### src/rtl/mem_map_ctrl.sv
// Region-decoding data access controller with per-region wait states, plus a registered instruction fetch port.
// Define MEM_MAP_CTRL_ACCESS_ERR_EN to report unmapped accesses and read-only writes on resp_err.
module mem_map_ctrl #(
  parameter int                             DATA_W      = 32,
  parameter int                             ADDR_W      = 32,
  parameter int                             NUM_REGIONS = 4,
  parameter logic [NUM_REGIONS*ADDR_W-1:0]  REGION_BASE = {32'd0, 32'd8900, 32'd8500, 32'd400},
  parameter logic [NUM_REGIONS*ADDR_W-1:0]  REGION_SIZE = {32'd0, 32'd129200, 32'd300, 32'd8100},
  parameter logic [NUM_REGIONS*4-1:0]       REGION_WS   = {4'd0, 4'd1, 4'd0, 4'd0},
  parameter logic [NUM_REGIONS-1:0]         REGION_RO   = 4'b0011,
  parameter logic [ADDR_W-1:0]              IMEM_SIZE   = 32'd399
) (
  input  logic                          clk,
  input  logic                          rst_n,
  input  logic                          req_valid,
  output logic                          req_ready,
  input  logic                          req_we,
  input  logic [ADDR_W-1:0]             req_addr,
  input  logic [DATA_W-1:0]             req_wd,
  output logic                          resp_valid,
  output logic [DATA_W-1:0]             resp_rd,
  output logic                          resp_err,
  output logic [NUM_REGIONS-1:0]        reg_en,
  output logic                          reg_we,
  output logic [ADDR_W-1:0]             reg_addr,
  output logic [DATA_W-1:0]             reg_wd,
  input  logic [NUM_REGIONS*DATA_W-1:0] reg_rd,
  input  logic [ADDR_W-1:0]             pc,
  output logic [ADDR_W-1:0]             imem_addr,
  input  logic [DATA_W-1:0]             imem_rd,
  output logic [DATA_W-1:0]             instruction
);

  localparam int IDX_W = (NUM_REGIONS > 1) ? $clog2(NUM_REGIONS) : 1;

  typedef enum logic [1:0] {
    IDLE   = 2'd0,
    ACCESS = 2'd1,
    RESP   = 2'd2
  } state_t;

  state_t                   state_r, state_s;
  logic                     accept_s, hit_s;
  logic [IDX_W-1:0]         idx_s, sel_s, sel_r;
  logic [ADDR_W-1:0]        off_s;
  logic [3:0]               cnt_r;
  logic                     we_r;
  logic [DATA_W-1:0]        data_r;
  logic [NUM_REGIONS-1:0]   reg_en_s, reg_en_r;
  logic                     reg_we_s, reg_we_r;
  logic                     resp_valid_s, resp_valid_r;
  logic                     req_ready_s, req_ready_r;
  logic [ADDR_W-1:0]        reg_addr_r;
  logic [DATA_W-1:0]        reg_wd_r, resp_rd_r, instr_r;

  // Upper bound computed one bit wider so BASE+SIZE cannot wrap.
  function automatic logic in_region(input logic [ADDR_W-1:0] a, input int i);
    logic [ADDR_W:0] base;
    logic [ADDR_W:0] lim;
    base = {1'b0, REGION_BASE[i*ADDR_W +: ADDR_W]};
    lim  = base + {1'b0, REGION_SIZE[i*ADDR_W +: ADDR_W]};
    return (REGION_SIZE[i*ADDR_W +: ADDR_W] != '0) && ({1'b0, a} >= base) && ({1'b0, a} < lim);
  endfunction

  assign accept_s = req_valid && (state_r == IDLE);

  // Address decode: scan from the top so the lowest matching index wins.
  always_comb begin
    hit_s = 1'b0;
    idx_s = '0;
    off_s = '0;
    for (int i = NUM_REGIONS - 1; i >= 0; i--) begin
      if (in_region(req_addr, i)) begin
        hit_s = 1'b1;
        idx_s = IDX_W'(i);
        off_s = req_addr - REGION_BASE[i*ADDR_W +: ADDR_W];
      end else begin
        hit_s = hit_s;
      end
    end
  end

  // FSM state register.
  always_ff @(posedge clk or negedge rst_n) begin
    if (!rst_n) begin
      state_r <= IDLE;
    end else begin
      state_r <= state_s;
    end
  end

  // FSM next-state logic.
  always_comb begin
    state_s = state_r;
    case (state_r)
      IDLE: begin
        if (accept_s) begin
          state_s = hit_s ? ACCESS : RESP;
        end else begin
          state_s = IDLE;
        end
      end
      ACCESS: begin
        if (cnt_r == 4'd0) begin
          state_s = RESP;
        end else begin
          state_s = ACCESS;
        end
      end
      RESP:    state_s = IDLE;
      default: state_s = IDLE;
    endcase
  end

  // FSM output decode, computed one cycle ahead so the outputs leave flops.
  always_comb begin
    sel_s        = (state_r == IDLE) ? idx_s : sel_r;
    reg_en_s     = '0;
    if (state_s == ACCESS) begin
      reg_en_s = NUM_REGIONS'(1'b1) << sel_s;
    end else begin
      reg_en_s = '0;
    end
    reg_we_s     = accept_s && hit_s && req_we && !REGION_RO[idx_s];
    resp_valid_s = (state_r == RESP);
    req_ready_s  = (state_s == IDLE);
  end

  // Output registers.
  always_ff @(posedge clk or negedge rst_n) begin
    if (!rst_n) begin
      reg_en_r     <= '0;
      reg_we_r     <= 1'b0;
      resp_valid_r <= 1'b0;
      req_ready_r  <= 1'b1;
    end else begin
      reg_en_r     <= reg_en_s;
      reg_we_r     <= reg_we_s;
      resp_valid_r <= resp_valid_s;
      req_ready_r  <= req_ready_s;
    end
  end

  // Transaction datapath: latch request, count wait states, capture and publish read data.
  always_ff @(posedge clk or negedge rst_n) begin
    if (!rst_n) begin
      sel_r      <= '0;
      we_r       <= 1'b0;
      cnt_r      <= 4'd0;
      data_r     <= '0;
      reg_addr_r <= '0;
      reg_wd_r   <= '0;
      resp_rd_r  <= '0;
    end else begin
      case (state_r)
        IDLE: begin
          if (accept_s) begin
            sel_r  <= idx_s;
            we_r   <= req_we;
            data_r <= '0;
            cnt_r  <= hit_s ? REGION_WS[32'(idx_s) * 32'd4 +: 4] : 4'd0;
            if (hit_s) begin
              reg_addr_r <= off_s;
              reg_wd_r   <= req_wd;
            end
          end
        end
        ACCESS: begin
          if (cnt_r != 4'd0) begin
            cnt_r <= cnt_r - 4'd1;
          end else begin
            data_r <= we_r ? '0 : reg_rd[32'(sel_r) * DATA_W +: DATA_W];
          end
        end
        RESP:    resp_rd_r <= data_r;
        default: resp_rd_r <= resp_rd_r;
      endcase
    end
  end

`ifdef MEM_MAP_CTRL_ACCESS_ERR_EN
  logic err_r, resp_err_r;

  // Error classification latched at accept, reported alongside resp_valid.
  always_ff @(posedge clk or negedge rst_n) begin
    if (!rst_n) begin
      err_r      <= 1'b0;
      resp_err_r <= 1'b0;
    end else begin
      if (accept_s) begin
        err_r <= !hit_s || (req_we && REGION_RO[idx_s]);
      end
      resp_err_r <= (state_r == RESP) ? err_r : 1'b0;
    end
  end

  assign resp_err = resp_err_r;
`else
  assign resp_err = 1'b0;
`endif

  // Instruction fetch register, free-running beside the data FSM.
  always_ff @(posedge clk or negedge rst_n) begin
    if (!rst_n) begin
      instr_r <= '0;
    end else begin
      instr_r <= (pc < IMEM_SIZE) ? imem_rd : '0;
    end
  end

  assign imem_addr   = pc;
  assign instruction = instr_r;
  assign req_ready   = req_ready_r;
  assign resp_valid  = resp_valid_r;
  assign resp_rd     = resp_rd_r;
  assign reg_en      = reg_en_r;
  assign reg_we      = reg_we_r;
  assign reg_addr    = reg_addr_r;
  assign reg_wd      = reg_wd_r;

endmodule

### config.mk
export PLATFORM = sky130hd
export DESIGN_NAME = mem_map_ctrl
export DESIGN_NICKNAME = d
export VERILOG_FILES = /design/src/rtl/mem_map_ctrl.sv
export SDC_FILE = /design/constraint.sdc
export NUM_CORES = 1
export LEC_CHECK = 0
export BUFFER_PORTS_ARGS = -buffer_cell sky130_fd_sc_hd__buf_4
export CORE_AREA = 3 3 167 169
export DETAILED_ROUTE_END_ITERATION = 7
export DIE_AREA = 0 0 170 172
export MAX_ROUTING_LAYER = met4
export PLACE_DENSITY_LB_ADDON = 0.25
export SETUP_SLACK_MARGIN = 0.3
export SYNTH_ARGS = -nofsm -noshare
export SYNTH_HDL_FRONTEND = slang
export SYNTH_SLANG_ARGS = --single-unit
### constraint.sdc
create_clock -name clk -period 3 [get_ports clk]
set_clock_uncertainty 0.15 [all_clocks]
set_input_delay 0.3 -clock clk [delete_from_list [all_inputs] [get_ports clk]]
set_output_delay 0.3 -clock clk [all_outputs]
set_load 0.01 [all_outputs]
Word level (Yosys, flattened, before mapping)
Cells that the tools add are included.
W data, S select, Z words.
- register bits after elaboration: 176
- bits in latches: 0
- memory bits (writable): 0
- bits in read-only memories: 0
- bits of input ports: 260
- output and inout bits: 168
- word-level logic and storage cells: 77
- memories: 0
- add/sub/neg operators: 4
- $mul: 0
- div/mod/pow operators: 0
- $lt $le $gt $ge: 8
- eq/ne operators: 6
- shift operators: 3
- muxes and demuxes: 26
- bitwise gates (word level): 0
- reductions and logical operators: 17
- operator list (operator ; number):
    $mux W32 ; 7
    $shiftx A128 B8 Y32 ; 1
    $ge A32 B14 Y1 const B ; 2
    $lt A32 B14 Y1 const B ; 2
    $pmux W32 S2 ; 1
    $sub A32 B14 Y32 const B ; 2
    $ge A32 B9 Y1 const B ; 1
    $lt A32 B18 Y1 const B ; 1
    $lt A32 B9 Y1 const B ; 1
    $sub A32 B9 Y32 const B ; 1
    $mux W4 ; 4
    $shiftx A16 B5 Y4 const A ; 1
    $mux W2 ; 7
    $reduce_and A3 Y1 ; 3
    $pmux W4 S2 ; 1
    $logic_and A1 B1 Y1 ; 7
    $ne A2 B2 Y1 const B ; 3
    $eq A2 B1 Y1 const B ; 2
    $logic_not A2 Y1 ; 2
    $logic_not A4 Y1 ; 1
    $mux W1 ; 4
    $pmux W2 S2 ; 1
    $reduce_bool A4 Y1 ; 1
    $shl A1 B2 Y4 const A ; 1
    other kinds (7) ; 7

Longest topological paths before layout
- depth after elaboration: 10
- depth in mapped cells: 13

Least setup slack after synthesis
Ideal clock, no wire load.
- path type: input to register
- from: in req_addr[4]
- to: reg reg_addr_r[19], in the netlist reg_addr[19]
- library setup time: 0.130 ns
- data arrival time: 2.768 ns
- required time: 2.720 ns
- slack: -0.048 ns
- cell stages on the path: 12
- path buffers: 3
- path through: clkbuf_1 inv_1 ha_1 clkbuf_1 nand2b_1 a311oi_2 nand3_2 and3_4 buf_6 or4b_4 a221oi_4 nor2_1
- word-level cells in the longest chain between the ends: 6
- elaborated cells between the ends (all ways): 19
- those cells by class: add/sub: 3; order compare: 6; mux: 6; reduce/logical: 4
- ends and longest elaborated chain (item ; RTL line ; RTL):
    start, declared ; 18 ; input logic [ADDR_W-1:0] req_addr,
    $ge A32 B14 Y1 or $lt A32 B18 Y1 (tied branches) ; 62 ; return (REGION_SIZE[i*ADDR_W +: ADDR_W] != '0) && ({1'b0, a} >= base) && ({1'b0, a} < lim);
    $logic_and A1 B1 Y1 ; 62 ;
    $mux W1 (3 in a row) ; 73 ; if (in_region(req_addr, i)) begin
    $reduce_and A3 Y1 (no line) ; - ;
    end signal, assigned ; 163 ; reg_addr_r <= off_s;
    end, declared ; 53 ; logic [ADDR_W-1:0] reg_addr_r;
Several ways; a longest one is shown, not always the timed one.
A chain may end at the register's enable or synchronous reset.

Worst setup path after layout
- from: in req_addr[31]
- to: reg reg_addr_r[30], in the netlist reg_addr[30]
Same word-level chain as after synthesis.

==> impl_results.md <==
* Power, Total at ~0.0053 W
* CTS Buf Count at 17
* Clock Path Buffers at 2
* Post-synthesis async set-or-reset flop share at between 90% and 100%
* Slew HR at approximately 40%
* Required time worst endpoint at about 3.2 ns
* Routed len/inst at 18.3 µm
* GR Util met3 at 5.51%
* Final WS setup at approximately 0.36 ns
* Max-slew violation count at 0
* Maxcap violations at 0
* Status: completed
* Share of post-route cells with drive strength above 1 at between 40% and 50%
* Most common flop cell mapped by yosys: dfrtp_1
* Buffers added on ports at approximately 430
* Place WS at -0.203 ns
* Lkg Pwr at approximately 7 nW
* WL final at approximately 30 mm
* Sequential-to-total area share from yosys stat at 50.9%
* DRT Pass-1 Iters at 5
* Critical path class: input port to flop
* Largest net degree at the start of global routing at 78
* Largest cells by area after synthesis: dfrtp_1 51%, mux4_2 8.3%, nand2_1 7.2%, mux2_2 4.3%, a22o_1 3.3%
* Num rows at 60
* Synth Net Count at about 1100
* Final Hold Viols at 0
* Cell Pwr Density at approximately 380 mW/mm²
* GR met1 Demand/Resource at 26.4%
* Top-count cell post-synth: dfrtp_1
* Gr busiest metal: met2
* Core box area at between 0.02 and 0.03 mm²
* VDD IR-drop max at between 0.2 and 0.3 mV
* DIE AREA at about 0.03 mm²
* Cells after Synth at 808
* HP Class: input port to flop
* Max frequency at roughly 380 MHz
* Clk sink count at ~180
* Skew-Pair Late Insertion Delay at roughly 0.42 ns
* Layout Nets at approximately 1600
* Yosys reg bits at 176
* Initial antenna violation count at 1
* Synthesis-to-finish area growth at 58.1%
* First-pass GRT wire length at 44.9 mm
* Synthesis Warnings at 0
* Initial Util at between 30% and 40%
* Fin Setup TNS at 0 ns
* Gpl congestion at ~0.85
* Synthesized area per cell at about 11 µm²
* Final setup vio count at 0
* CP Launch Type: input port
* Synthesized area at between 0.008 and 0.009 mm²
* Pin slew with the least headroom to its limit at between 0.9 and 1 ns
* Iteration-0 DRC Markers at between 400 and 500
* Clock transition at path regs at around 0.070 ns
* Synth cell count leaders: 175 x dfrtp_1, 165 x nand2_1, 43 x nor2_1
* Top-area cell type share of the netlist area at around 51%
* HPWL Detailed at 23.0 mm
* Design Area, Final at 0.0137 mm²
* H-tree levels at 4
* Placed Area at around 0.012 mm²
* Die X at around 170 µm
* WP data arrival at around 2.8 ns
* CP Max Fanout at 8
* DRC Markers at 0
* Hold Crit Depth at 3
* Dominant cell type by area after synthesis: dfrtp_1
* Vias in the first global route at approximately 8000
* Final hold slack at 0.0471 ns
* Total gr overflow at 0
* Met2 usage at roughly a third
* Period Utilization, post-route at about 90%
* GRT Util Overall at roughly 20%
* Root buffer cell: clkbuf_16
* CTS tree: yes
* RSZ-0062 raised after global routing: true
* EDFF count, synth at 0
* Vias at 7920
* Drt via density at around 4.8
* Chip height at around 170 µm
* Cells on worst reg2reg path at 5
* I/O pin total at roughly 430
* Fin crit period at between 2 and 3 ns
* Setup crit end kind: flop
* Yosys cell types at 66
* Post-DRT Antenna Nets at 0
[layout by cell type, fill, tap and decap left out, types with 4 or more instances in the layout]
| master | n |
|---|---|
| buf_4 | 474 |
| nor4_1 | 8 |
| a21oi_1 | 23 |
| and2_1 | 36 |
| nand3_1 | 9 |
| o21a_1 | 4 |
| xor2_1 | 8 |
| xnor2_1 | 11 |
| a22o_1 | 33 |
| nor2_1 | 42 |
| nand4_1 | 7 |
| inv_8 | 5 |
| ha_1 | 8 |
| mux4_2 | 32 |
| clkbuf_16 | 17 |
| o21ai_0 | 25 |
| mux2_2 | 33 |
| nor3_1 | 19 |
| dlygate4sd3_1 | 69 |
| nand2_1 | 165 |
| dfrtp_1 | 174 |
| inv_1 | 10 |
| o22ai_1 | 5 |
| inv_6 | 4 |
| buf_12 | 6 |
[power by group]
group	internal, W	switching [W]
Clock	0.00113	0.00105
Combinational	0.000404	0.000288
Sequential	0.00238	0.00000580
[path summary, 6_finish.rpt]
check / start / end / slack [ns]
max: req_addr[31] / reg_addr[30] / 0.36
min: req_addr[3] / reg_addr[3] / 0.05
max reg2reg: state_r[0] / reg_addr[30] / 0.69
min reg2reg: reg_addr[23] / reg_addr[23] / 0.32
max in group asynchronous: rst_n / reg_addr[6] / 1.62
min in group asynchronous: rst_n / reg_addr[12] / 0.31
[state kept, by name (all words and copies together) (netlist names)]
register	cells
data_r	32
reg_addr	32
reg_wd	32
reg_we	1
we_r	1
state_r	2
sel_r	2
resp_valid	1
reg_en	4
cnt_r	4
resp_rd	32
req_ready	1
instruction	32
[stage by stage]
| step | cells | utilization [%] |
|---|---|---|
| 2_1_floorplan | 808 | - |
| 3_3_place_gp | 1548 | 46.4 |
| 3_5_place_dp | 1548 | 46.4 |
| 4_1_cts | 1649 | 51.2 |
| 5_1_grt | 1650 | 51.2 |
| 6_report | 1650 | 51.2 |
[cell families after synthesis]
logic type,count (synthesis),synth area share (%)
buf+inv,94,5.78
other cells,1,0.0433
mux,66,12.7
xor+xnor,19,1.92
compound gates,128,10.5
simple gates,316,16.9
flops,176,50.9
fa+ha+maj,8,1.16
[layout make-up]
cell class,count,area [µm²]
Sequential cell,176,4410
Antenna cell,1,2.50
Clock inverter,13,133
Inverter,12,45.0
Timing Repair Buffer,550,4380
Multi-Input combinational cell,538,3850
Clock buffer,19,443
Tap cell,341,427
Fill cell,2444,13000
[timing repair]
item	CTS	global route
pin swaps	0	2
endpoints found under the setup margin	9	10
resized for setup	1	2
hold buffers	69	0
setup buffers	0	0
endpoints found under the hold margin	141	0
[metal layers]
metal,share of wire (%),up-vias
li1,-,3783
met1,43,3810
met3,7.9,16
met4,0.87,0
met5,0,-
met2,48,311
[worst max-delay path, cell delays in order]
cell and delay [ns]:
buf_4 0.12, nor4_4 0.31, buf_4 0.18, or4b_4 0.50, and4bb_1 0.34, o41ai_4 0.09, buf_4 0.17, a31o_2 0.28
or3_4 0.40, o21a_1 0.11
Note: power is estimated with default switching activity, not from simulation.
